### src/rtl/tinyqv_pkg.sv
// Shared constants for the tinyQV decoder: opcode[6:2] classes, ALU op codes
// and instruction length encodings.
package tinyqv_pkg;

    localparam logic [4:0] OP_LOAD    = 5'b00000;
    localparam logic [4:0] OP_ALU_IMM = 5'b00100;
    localparam logic [4:0] OP_AUIPC   = 5'b00101;
    localparam logic [4:0] OP_STORE   = 5'b01000;
    localparam logic [4:0] OP_ALU_REG = 5'b01100;
    localparam logic [4:0] OP_LUI     = 5'b01101;
    localparam logic [4:0] OP_BRANCH  = 5'b11000;
    localparam logic [4:0] OP_JALR    = 5'b11001;
    localparam logic [4:0] OP_JAL     = 5'b11011;
    localparam logic [4:0] OP_SYSTEM  = 5'b11100;

    // bit3 selects SUB/SRA, [2:0] follows funct3
    localparam logic [3:0] ALU_ADD  = 4'b0000;
    localparam logic [3:0] ALU_SUB  = 4'b1000;
    localparam logic [3:0] ALU_SLL  = 4'b0001;
    localparam logic [3:0] ALU_SLT  = 4'b0010;
    localparam logic [3:0] ALU_SLTU = 4'b0011;
    localparam logic [3:0] ALU_XOR  = 4'b0100;
    localparam logic [3:0] ALU_SRL  = 4'b0101;
    localparam logic [3:0] ALU_SRA  = 4'b1101;
    localparam logic [3:0] ALU_OR   = 4'b0110;
    localparam logic [3:0] ALU_AND  = 4'b0111;

    localparam logic [2:0] LEN16 = 3'd2;
    localparam logic [2:0] LEN32 = 3'd4;

endpackage

### src/rtl/tinyqv_rvc_expand.sv
// Combinational RV32EC 16-bit to 32-bit instruction expander.
// Reserved or unsupported encodings expand to 32'h0, which decodes to no class.
import tinyqv_pkg::*;

module tinyqv_rvc_expand (
    input  logic [15:0] instr16,
    output logic [31:0] instr32
);

    function automatic logic [31:0] enc_i(input logic [11:0] imm, input logic [4:0] rs1,
                                          input logic [2:0] f3, input logic [4:0] rd,
                                          input logic [4:0] op);
        return {imm, rs1, f3, rd, op, 2'b11};
    endfunction

    function automatic logic [31:0] enc_r(input logic [6:0] f7, input logic [4:0] rs2,
                                          input logic [4:0] rs1, input logic [2:0] f3,
                                          input logic [4:0] rd);
        return {f7, rs2, rs1, f3, rd, OP_ALU_REG, 2'b11};
    endfunction

    function automatic logic [31:0] enc_s(input logic [11:0] imm, input logic [4:0] rs2,
                                          input logic [4:0] rs1);
        return {imm[11:5], rs2, rs1, 3'b010, imm[4:0], OP_STORE, 2'b11};
    endfunction

    function automatic logic [31:0] enc_b(input logic [12:0] imm, input logic [4:0] rs1,
                                          input logic [2:0] f3);
        return {imm[12], imm[10:5], 5'd0, rs1, f3, imm[4:1], imm[11], OP_BRANCH, 2'b11};
    endfunction

    function automatic logic [31:0] enc_j(input logic [20:0] imm, input logic [4:0] rd);
        return {imm[20], imm[10:1], imm[11], imm[19:12], rd, OP_JAL, 2'b11};
    endfunction

    logic [15:0] c;
    logic [4:0]  rdp, rs1p, rd, rs2;
    logic [11:0] imm6s;
    logic [9:0]  addi4_off, sp16_off;
    logic [6:0]  lw_off;
    logic [7:0]  lwsp_off, swsp_off;
    logic [20:0] j_off;
    logic [12:0] b_off;
    logic [2:0]  arith_f3;

    assign c         = instr16;
    assign rdp       = {2'b01, c[4:2]};
    assign rs1p      = {2'b01, c[9:7]};
    assign rd        = c[11:7];
    assign rs2       = c[6:2];
    assign imm6s     = {{6{c[12]}}, c[12], c[6:2]};
    assign addi4_off = {c[10:7], c[12:11], c[5], c[6], 2'b00};
    assign sp16_off  = {c[12], c[4:3], c[5], c[2], c[6], 4'b0000};
    assign lw_off    = {c[5], c[12:10], c[6], 2'b00};
    assign lwsp_off  = {c[3:2], c[12], c[6:4], 2'b00};
    assign swsp_off  = {c[8:7], c[12:9], 2'b00};
    assign j_off     = {{10{c[12]}}, c[8], c[10:9], c[6], c[7], c[2], c[11], c[5:3], 1'b0};
    assign b_off     = {{5{c[12]}}, c[6:5], c[2], c[11:10], c[4:3], 1'b0};
    // SUB/XOR/OR/AND selected by c[6:5]
    assign arith_f3  = (c[6:5] == 2'b00) ? 3'b000 : {1'b1, c[6], c[6] & c[5]};

    always_comb begin
        instr32 = '0;
        case ({c[1:0], c[15:13]})
            5'b00_000: if (addi4_off != '0) instr32 = enc_i({2'b00, addi4_off}, 5'd2, 3'b000, rdp, OP_ALU_IMM);
            5'b00_010: instr32 = enc_i({5'd0, lw_off}, rs1p, 3'b010, rdp, OP_LOAD);
            5'b00_110: instr32 = enc_s({5'd0, lw_off}, rdp, rs1p);
            5'b01_000: instr32 = enc_i(imm6s, rd, 3'b000, rd, OP_ALU_IMM);
            5'b01_001: instr32 = enc_j(j_off, 5'd1);
            5'b01_010: instr32 = enc_i(imm6s, 5'd0, 3'b000, rd, OP_ALU_IMM);
            5'b01_011: begin
                if (rd == 5'd2) begin
                    if (sp16_off != '0) instr32 = enc_i({{2{sp16_off[9]}}, sp16_off}, 5'd2, 3'b000, 5'd2, OP_ALU_IMM);
                end else if (imm6s != '0) begin
                    instr32 = {{14{c[12]}}, c[12], c[6:2], rd, OP_LUI, 2'b11};
                end
            end
            5'b01_100: begin
                case (c[11:10])
                    2'b00:   if (!c[12]) instr32 = enc_i({7'b0000000, c[6:2]}, rs1p, 3'b101, rs1p, OP_ALU_IMM);
                    2'b01:   if (!c[12]) instr32 = enc_i({7'b0100000, c[6:2]}, rs1p, 3'b101, rs1p, OP_ALU_IMM);
                    2'b10:   instr32 = enc_i(imm6s, rs1p, 3'b111, rs1p, OP_ALU_IMM);
                    default: if (!c[12]) instr32 = enc_r((c[6:5] == 2'b00) ? 7'b0100000 : 7'b0000000,
                                                         rdp, rs1p, arith_f3, rs1p);
                endcase
            end
            5'b01_101: instr32 = enc_j(j_off, 5'd0);
            5'b01_110: instr32 = enc_b(b_off, rs1p, 3'b000);
            5'b01_111: instr32 = enc_b(b_off, rs1p, 3'b001);
            5'b10_000: if (!c[12]) instr32 = enc_i({7'b0000000, c[6:2]}, rd, 3'b001, rd, OP_ALU_IMM);
            5'b10_010: if (rd != 5'd0) instr32 = enc_i({4'd0, lwsp_off}, 5'd2, 3'b010, rd, OP_LOAD);
            5'b10_100: begin
                if (!c[12]) begin
                    if (rs2 == 5'd0) begin
                        if (rd != 5'd0) instr32 = enc_i(12'd0, rd, 3'b000, 5'd0, OP_JALR);
                    end else begin
                        instr32 = enc_r(7'd0, rs2, 5'd0, 3'b000, rd);
                    end
                end else if (rs2 != 5'd0) begin
                    instr32 = enc_r(7'd0, rs2, rd, 3'b000, rd);
                end else if (rd == 5'd0) begin
                    instr32 = 32'h0010_0073;
                end else begin
                    instr32 = enc_i(12'd0, rd, 3'b000, 5'd1, OP_JALR);
                end
            end
            5'b10_110: instr32 = enc_s({4'd0, swsp_off}, rs2, 5'd2);
            default: ;
        endcase
    end

endmodule

### src/rtl/tinyqv_instr_decoder.sv
// tinyQV RV32E instruction decoder with one registered output stage.
// Define DECODER_RVC_EN to expand 16-bit compressed instructions.
import tinyqv_pkg::*;

module tinyqv_instr_decoder (
    input  logic        clk,
    input  logic        rst,
    input  logic [31:0] instr,
    output logic [31:0] imm,
    output logic        is_load,
    output logic        is_alu_imm,
    output logic        is_auipc,
    output logic        is_store,
    output logic        is_alu_reg,
    output logic        is_lui,
    output logic        is_branch,
    output logic        is_jalr,
    output logic        is_jal,
    output logic        is_system,
    output logic [2:0]  instr_len,
    output logic [3:0]  alu_op,
    output logic [2:0]  mem_op,
    output logic [3:0]  rs1,
    output logic [3:0]  rs2,
    output logic [3:0]  rd
);

    logic [31:0] word;
    logic [2:0]  len_d;

`ifdef DECODER_RVC_EN
    logic [31:0] expanded;

    tinyqv_rvc_expand u_expand (
        .instr16 (instr[15:0]),
        .instr32 (expanded)
    );

    always_comb begin
        if (instr[1:0] == 2'b11) begin
            word  = instr;
            len_d = LEN32;
        end else begin
            word  = expanded;
            len_d = LEN16;
        end
    end
`else
    assign word  = instr;
    assign len_d = LEN32;
`endif

    logic [2:0]  f3;
    logic [31:0] i_imm, s_imm, b_imm, u_imm, j_imm;
    logic [31:0] imm_d;
    logic [9:0]  cls_d;
    logic [3:0]  alu_d, rs1_d, rs2_d, rd_d;
    logic [2:0]  mem_d;

    assign f3    = word[14:12];
    assign i_imm = {{20{word[31]}}, word[31:20]};
    assign s_imm = {{20{word[31]}}, word[31:25], word[11:7]};
    assign b_imm = {{19{word[31]}}, word[31], word[7], word[30:25], word[11:8], 1'b0};
    assign u_imm = {word[31:12], 12'b0};
    assign j_imm = {{11{word[31]}}, word[31], word[19:12], word[20], word[30:21], 1'b0};

    // cls_d bit order: load, alu_imm, auipc, store, alu_reg, lui, branch, jalr, jal, system
    always_comb begin
        cls_d = '0;
        imm_d = '0;
        alu_d = ALU_ADD;
        mem_d = 3'b000;
        rd_d  = word[10:7];
        rs1_d = word[18:15];
        rs2_d = 4'd0;
        if (word[1:0] == 2'b11) begin
            case (word[6:2])
                OP_LOAD:    begin cls_d[0] = 1'b1; imm_d = i_imm; mem_d = f3; end
                OP_ALU_IMM: begin
                    cls_d[1] = 1'b1;
                    imm_d    = i_imm;
                    alu_d    = {(f3 == 3'b101) & word[30], f3};
                end
                OP_AUIPC:   begin cls_d[2] = 1'b1; imm_d = u_imm; rs1_d = 4'd0; end
                OP_STORE:   begin
                    cls_d[3] = 1'b1; imm_d = s_imm; mem_d = f3;
                    rd_d = 4'd0; rs2_d = word[23:20];
                end
                OP_ALU_REG: begin cls_d[4] = 1'b1; alu_d = {word[30], f3}; rs2_d = word[23:20]; end
                OP_LUI:     begin cls_d[5] = 1'b1; imm_d = u_imm; rs1_d = 4'd0; end
                OP_BRANCH:  begin
                    cls_d[6] = 1'b1; imm_d = b_imm;
                    rd_d = 4'd0; rs2_d = word[23:20];
                    case (f3[2:1])
                        2'b00:   alu_d = ALU_SUB;
                        2'b10:   alu_d = ALU_SLT;
                        2'b11:   alu_d = ALU_SLTU;
                        default: alu_d = ALU_ADD;
                    endcase
                end
                OP_JALR:    begin cls_d[7] = 1'b1; imm_d = i_imm; end
                OP_JAL:     begin cls_d[8] = 1'b1; imm_d = j_imm; rs1_d = 4'd0; end
                OP_SYSTEM:  begin cls_d[9] = 1'b1; imm_d = i_imm; mem_d = f3; end
                default:    begin rd_d = 4'd0; rs1_d = 4'd0; end
            endcase
        end else begin
            rd_d  = 4'd0;
            rs1_d = 4'd0;
        end
    end

    always_ff @(posedge clk) begin
        if (rst) begin
            imm        <= '0;
            is_load    <= 1'b0;
            is_alu_imm <= 1'b0;
            is_auipc   <= 1'b0;
            is_store   <= 1'b0;
            is_alu_reg <= 1'b0;
            is_lui     <= 1'b0;
            is_branch  <= 1'b0;
            is_jalr    <= 1'b0;
            is_jal     <= 1'b0;
            is_system  <= 1'b0;
            instr_len  <= 3'd0;
            alu_op     <= 4'd0;
            mem_op     <= 3'd0;
            rs1        <= 4'd0;
            rs2        <= 4'd0;
            rd         <= 4'd0;
        end else begin
            imm        <= imm_d;
            is_load    <= cls_d[0];
            is_alu_imm <= cls_d[1];
            is_auipc   <= cls_d[2];
            is_store   <= cls_d[3];
            is_alu_reg <= cls_d[4];
            is_lui     <= cls_d[5];
            is_branch  <= cls_d[6];
            is_jalr    <= cls_d[7];
            is_jal     <= cls_d[8];
            is_system  <= cls_d[9];
            instr_len  <= len_d;
            alu_op     <= alu_d;
            mem_op     <= mem_d;
            rs1        <= rs1_d;
            rs2        <= rs2_d;
            rd         <= rd_d;
        end
    end

endmodule

### config.mk
export PLATFORM = sky130hd
export DESIGN_NAME = tinyqv_instr_decoder
export DESIGN_NICKNAME = d
export VERILOG_FILES = /design/src/rtl/tinyqv_pkg.sv /design/src/rtl/tinyqv_rvc_expand.sv /design/src/rtl/tinyqv_instr_decoder.sv
export SDC_FILE = /design/constraint.sdc
export NUM_CORES = 1
export LEC_CHECK = 0
export CORE_MARGIN = 4
export CORE_UTILIZATION = 30
export CTS_CLUSTER_DIAMETER = 120
export DETAILED_ROUTE_END_ITERATION = 12
export GPL_ROUTABILITY_DRIVEN = 0
export PLACE_DENSITY = 0.72
export SLEW_MARGIN = 20
export SYNTH_ARGS = -nofsm -noshare
export SYNTH_HDL_FRONTEND = slang
export SYNTH_SLANG_ARGS = --single-unit
export TNS_END_PERCENT = 50
### constraint.sdc
create_clock -name clk -period 3.82 [get_ports clk]
set_clock_uncertainty 0.1 [all_clocks]
set_input_delay 0.955 -clock clk [delete_from_list [all_inputs] [get_ports clk]]
set_output_delay 0.955 -clock clk [all_outputs]
set_load 0.01 [all_outputs]
==> results of run 1 <==
==> per-layer routing <==
| metal | vias to the layer above | share of wire, % | track usage (%) |
|---|---|---|---|
| met5 | - | 0 | 0 |
| met4 | 0 | 1.0 | 5.78 |
| met3 | 7 | 11 | 6.01 |
| met2 | 94 | 48 | 22.9 |
| met1 | 962 | 41 | 16.0 |
| li1 | 979 | - | - |
==> kinds of logic (layout without fill, tap and decap cells) <==
| group | count (synthesis) | after routing |
|---|---|---|
| flip-flops | 62 | 62 |
| AO/OA/AOI/OAI | 45 | 45 |
| buffers and inverters | 20 | 121 |
| XOR/XNOR | 1 | 1 |
| other | 1 | 2 |
| AND/OR/NAND/NOR | 105 | 105 |
==> Yosys cell counts, drive strengths merged (3+ instances only) <==
cell	n
and2	19
o21ai	4
nor2b	4
nor2	20
nand2	31
and3	6
nor3b	3
nor3	3
a22oi	5
nand3	6
inv	4
dfxtp	62
a21oi	26
buf	14
==> final cells by class <==
| class | instances | share of cell area [%] |
|---|---|---|
| sequential | 62 | 35.9 |
| timing repair buffer | 101 | 28.8 |
| multi-input combinational | 153 | 25.5 |
| clock buffer | 12 | 4.49 |
| tap | 99 | 3.58 |
| clock inverter | 4 | 1.30 |
| inverter | 4 | 0.434 |
==> final timing paths <==
path | from | to | cells past startpoint
setup / recovery | instr[4] | imm[24] | 5
hold / removal | rst | instr_len[2] | 2
==> per-stage QoR <==
step	setup slack [ps]	std cells	util (%)	hold slack (ps)	cell area [um2]
6_report	1020	435	47.7	1050	3460
5_1_grt	854	435	47.7	1070	3460
4_1_cts	754	435	47.6	1030	3450
3_5_place_dp	390	419	44.8	1390	3250
3_3_place_gp	501	419	44.8	1360	3250
2_1_floorplan	1750	235	-	930	2240
==> cells in the final DEF, fill, tap and decap left out, types with 3 or more instances in the layout <==
cell type,n
clkdlybuf4s50_1,95
dfxtp_1,62
nand2_1,31
a21oi_1,26
nor2_1,20
and2_1,19
clkbuf_8,11
nand3_1,6
and3_1,6
buf_4,6
a22oi_1,5
inv_1,4
nor2b_1,4
nor3b_1,3
o21ai_0,3
clkinv_2,3
==> power groups by stage <==
stage	Sequential, mW	Combinational [mW]	Clock, mW
after floorplan	0.668	0.0514	0
after global placement	0.666	0.113	0
after detailed placement	0.666	0.114	0
after CTS	0.652	0.115	0.592
after global routing	0.652	0.125	0.622
final	0.652	0.115	0.567
==> out/summary.txt, run 1 <==
Worst setup SP type - input pin
cell accounting for the most synthesized area - dfxtp_1
DP HPWL - 4.48 mm
Routed Wire Length - 6.09 mm
# Post-CTS Setup Buffers - 0
Synth Flop Type - dfxtp_1
Tightest Pin Transition - 678 ps
Rows - 31
initial antenna violation count - 0
DR vias/cell - 4.69
RSZ-0062 raised after global routing - false
largest net degree at the start of global routing - 27
Int Power - 1.04 mW
vias after detailed routing - 2042
FF+latch count, synth - 62
Port Buffer Count - 95
Inserted Clock Buffers - 9
die area - 8880 um2
Area contributors post-synth - dfxtp_1 (56%), a21oi_1 (5.8%), and2_1 (5.3%)
final hold viol count - 0
total gr overflow - 0
CP max stage cell - clkdlybuf4s50_1
Yosys cell types - 40
Initial Utilization - 30.8%
PD cells - 386 nW/um2
critical setup path kind - input pin to flop
cts hold-fix bufs - 0
Boundary Pins - 98
Gate power share - 8.6%
DRC Markers - 0
critical path, cell by cell - clkdlybuf4s50_1 -> nor2b_1 -> o21ba_2 -> o21ai_4 -> a21oi_1
ratio of cells with drive above 1 in the final layout - 8.63%
Core ar. - 7250 um2
sequential power share - 48.9%
clock network fraction of total power - 42.5%
Final Cycle Share - 73.3%
first-pass GRT wire length - 9.37 mm
Mapped Cells - 234
Hold Crit Class - input pin to flop
Synth Area in Compound Gates - 13.3%
number of fill cells - 709
largest family of logic cells by synthesized area - simple AND/OR/NAND/NOR gates
synthesized cell area - 2230 um2
Synth top area share - 55.6%
Post-Synth Simple-Gate Area - 25.2%
Max Slew Vio Count - 0
H-tree depth - 3
Pwr Total - 1.33 mW
GRT Util Overall - 14.0%
status - complete, no violations
Post-Synth Adder-Cell Area - 0%
setup TNS - 0 ps
DRC violation total after the first TritonRoute iteration - 75
Critical Path AT - 2880 ps
P_sw - 0.291 mW
drt wl/cell - 14.0 um
Seq/Total Area, Yosys - 55.6%
Die H - 94.3 um
CTS tree - built
peak supply drop - 0.225 mV
Chip Width - 94.3 um
Largest Register - imm
Yosys Warn Count - 0
vias in the first global route - 1925
DRT Pass-1 Iters - 4
max FFs per register - 32
CTS resizes - 0
CP Capture Type - flop
clock root cell - clkbuf_8
Static Leak - 1.25 nW
minimum clock period - 2800 ps
relative slew slack - 54.6%
Buf+Inv Stages, Crit Path - 1
Final ANT Viol Nets - 0
Max FO, Critical Path - 26
CP delay by family, top - compound AO/OA/AOI/OAI gates
clk sinks - 62
Area Overhead vs Synth - 54.9%
post-synthesis mux area share - 0%
CTS max path bufs - 2
Storage cell area - 1240 um2
asr flop ratio synth - 0%
CTS clk-pin slew, worst paths - 60 ps
xor/xnor share of the synthesized area - 0.392%
crit-path max cell delay - 830 ps
maxcap violations - 0
switch share - 21.9%
CP required - 3900 ps
Final setup viols - 0
Multi-input gate area - 882 um2
average size of a mapped cell - 9.54 um2
nets@finish - 365
FMAX - 357 MHz
Ant. Diodes - 0
EDFF count, synth - 0
(Power assumes the default switching activity.)
==> inputs of run 2 (changes only) <==
PLACE_DENSITY = 0.74   (was 0.72)
clock period = 2.5 ns   (was 3.82 ns; I/O delays follow)
==> run 2 against run 1 <==
  * Count of clock-buffer cells in the layout decreased by 1
  * Global-route usage increased by 0.41 points
  * Critical path depth unchanged
  * Core utilization increased by 1.2 points
  * Largest cell class unchanged
  * Via count decreased by 1.6%
  * Worst hold slack got worse by 330 ps
  * Critical path type unchanged
==> out/summary.txt, run 2 (synthesis results as in run 1) <==
Die H - 94.3 um (unchanged)
clock network fraction of total power - 42.9% (was 42.5%)
die area - 8880 um2 (unchanged)
Non-Filler Instances - 446 (was 435)
CTS resizes - 0 (unchanged)
Hold Path End - instr_len[2] (unchanged)
cts hold-fix bufs - 0 (unchanged)
Final ANT Viol Nets - 0 (unchanged)
peak supply drop - 0.251 mV (was 0.225 mV)
DP HPWL - 4.77 mm (was 4.48 mm)
clk sinks - 62 (unchanged)
total gr overflow - 0 (unchanged)
Ant. Diodes - 0 (unchanged)
PD cells - 585 nW/um2 (was 386 nW/um2)
drt wl/cell - 13.9 um (was 14.0 um)
Max Slew Vio Count - 0 (unchanged)
number of fill cells - 708 (was 709)
Final Cycle Share - 84.6%
Area Overhead vs Synth - 58.7% (was 54.9%)
hold depth - 2 (unchanged)
DRC Markers - 0 (unchanged)
P_sw - 0.467 mW (was 0.291 mW)
Hold Crit Class - input pin to flop (unchanged)
Worst setup SP type - input pin (unchanged)
max FFs per register - 32 (unchanged)
status - complete, no violations (unchanged)
Final WS setup - 385 ps (was 1020 ps)
Placement Setup Slack - 60.5 ps (was 390 ps)
maxcap violations - 0 (unchanged)
# Post-CTS Setup Buffers - 0 (unchanged)
Routed Wire Length - 6.18 mm (was 6.09 mm)
sequential power share - 48.1% (was 48.9%)
Chip Width - 94.3 um (unchanged)
RSZ-0062 raised after global routing - false (unchanged)
clock root cell - clkbuf_8 (unchanged)
Core ar. - 7250 um2 (unchanged)
Largest Register - imm (unchanged)
CP required - 2650 ps (was 3900 ps)
vias after detailed routing - 2010 (was 2042)
vias in the first global route - 1966 (was 1925)
CTS max path bufs - 2 (unchanged)
FMAX - 473 MHz
Initial Utilization - 30.8% (unchanged)
Final setup viols - 0 (unchanged)
Pwr Total - 2.07 mW (was 1.33 mW)
DRT Pass-1 Iters - 4 (unchanged)
most common cell after layout, fill and taps aside - clkdlybuf4s50_1 (unchanged)
Boundary Pins - 98 (unchanged)
Rows - 31 (unchanged)
ratio of cells with drive above 1 in the final layout - 11.8% (was 8.63%)
Max FO, Critical Path - 11 (was 26)
setup TNS - 0 ps (unchanged)
Inserted Clock Buffers - 9 (unchanged)
H-tree depth - 3 (unchanged)
CTS tree - built (unchanged)
Gate power share - 9.0% (was 8.6%)
CTS clk-pin slew, worst paths - 60 ps (about the same)
DR vias/cell - 4.51 (was 4.69)
Port Buffer Count - 95 (unchanged)
commonest cells after routing, fill and taps aside - clkdlybuf4s50_1 (95), dfxtp_1 (62), nand2_1 (31) (unchanged)
nets@finish - 376 (was 365)
CP Capture Type - flop (unchanged)
Critical Path AT - 2270 ps (was 2880 ps)
critical setup path kind - input pin to flop (unchanged)
Int Power - 1.60 mW (was 1.04 mW)
initial antenna violation count - 0 (unchanged)
Placed Instances - 430 (was 419)
final hold viol count - 0 (unchanged)
DRC violation total after the first TritonRoute iteration - 72 (was 75)
largest net degree at the start of global routing - 17 (was 27)
Min-Delay Startpoint - rst (unchanged)
minimum clock period - 2120 ps
GRT Util Overall - 14.4% (was 14.0%)
switch share - 22.6% (was 21.9%)
Static Leak - 1.29 nW (was 1.25 nW)
first-pass GRT wire length - 9.67 mm (was 9.37 mm)
[run 2: cell types whose count changed in the layout (fill, tap and decap cells not counted), sizes merged]
cell	delta
buf	+11
clkinvlp	+3
clkinv	-2
clkbuf	-1
[run 2: power groups by stage]
stage | logic (mW) | registers, mW | clock network (mW)
2_1_floorplan | 0.0786 | 1.02 | 0
3_3_place_gp | 0.183 | 1.02 | 0
3_5_place_dp | 0.185 | 1.02 | 0
4_1_cts | 0.186 | 0.995 | 0.921
5_1_grt | 0.202 | 0.995 | 0.968
6_report | 0.186 | 0.996 | 0.889
[run 2: worst max path at each step]
stage	slack, ps	to	from	cells past startpoint
floorplan	760	imm[12]	instr[6]	5
global placement	100	rs1[3]	instr[5]	5
detailed placement	60	alu_op[3]	instr[4]	5
CTS	430	rs1[3]	instr[5]	5
global route	250	alu_op[3]	instr[4]	5
finish	380	alu_op[3]	instr[4]	5
[run 2: cell type report]
| class | count | area [um2] | area share (%) |
|---|---|---|---|
| inverter | 4 | 15.0 | 0.424 |
| multi-input combinational | 153 | 875 | 24.7 |
| clock buffer | 11 | 151 | 4.27 |
| tap | 99 | 124 | 3.50 |
| sequential | 62 | 1240 | 35.0 |
| clock inverter | 5 | 57.6 | 1.62 |
| timing repair buffer | 112 | 1080 | 30.4 |
[run 2: metrics by stage]
step | hold slack (ps) | cell area (um2) | utilization, %
after CTS | 691 | 3540 | 48.8
after floorplan | 600 | 2240 | -
final | 716 | 3540 | 48.8
after global placement | 1030 | 3330 | 46.0
after detailed placement | 1050 | 3330 | 46.0
after global routing | 704 | 3540 | 48.8
[run 2: layer usage]
layer / GRT usage (%) / routed length, um / vias up
met3: 6.41 / 612 / 2
li1: - / - / 1001
met4: 4.33 / 10 / 0
met5: 0 / 0 / -
met1: 16.8 / 2540 / 925
met2: 23.8 / 3020 / 82
[run 2: critical path, stage by stage]
cell,delay (ps)
clkdlybuf4s50_1,660
or3b_1,460
nor2_1,260
nand3_1,110
a21oi_1,150
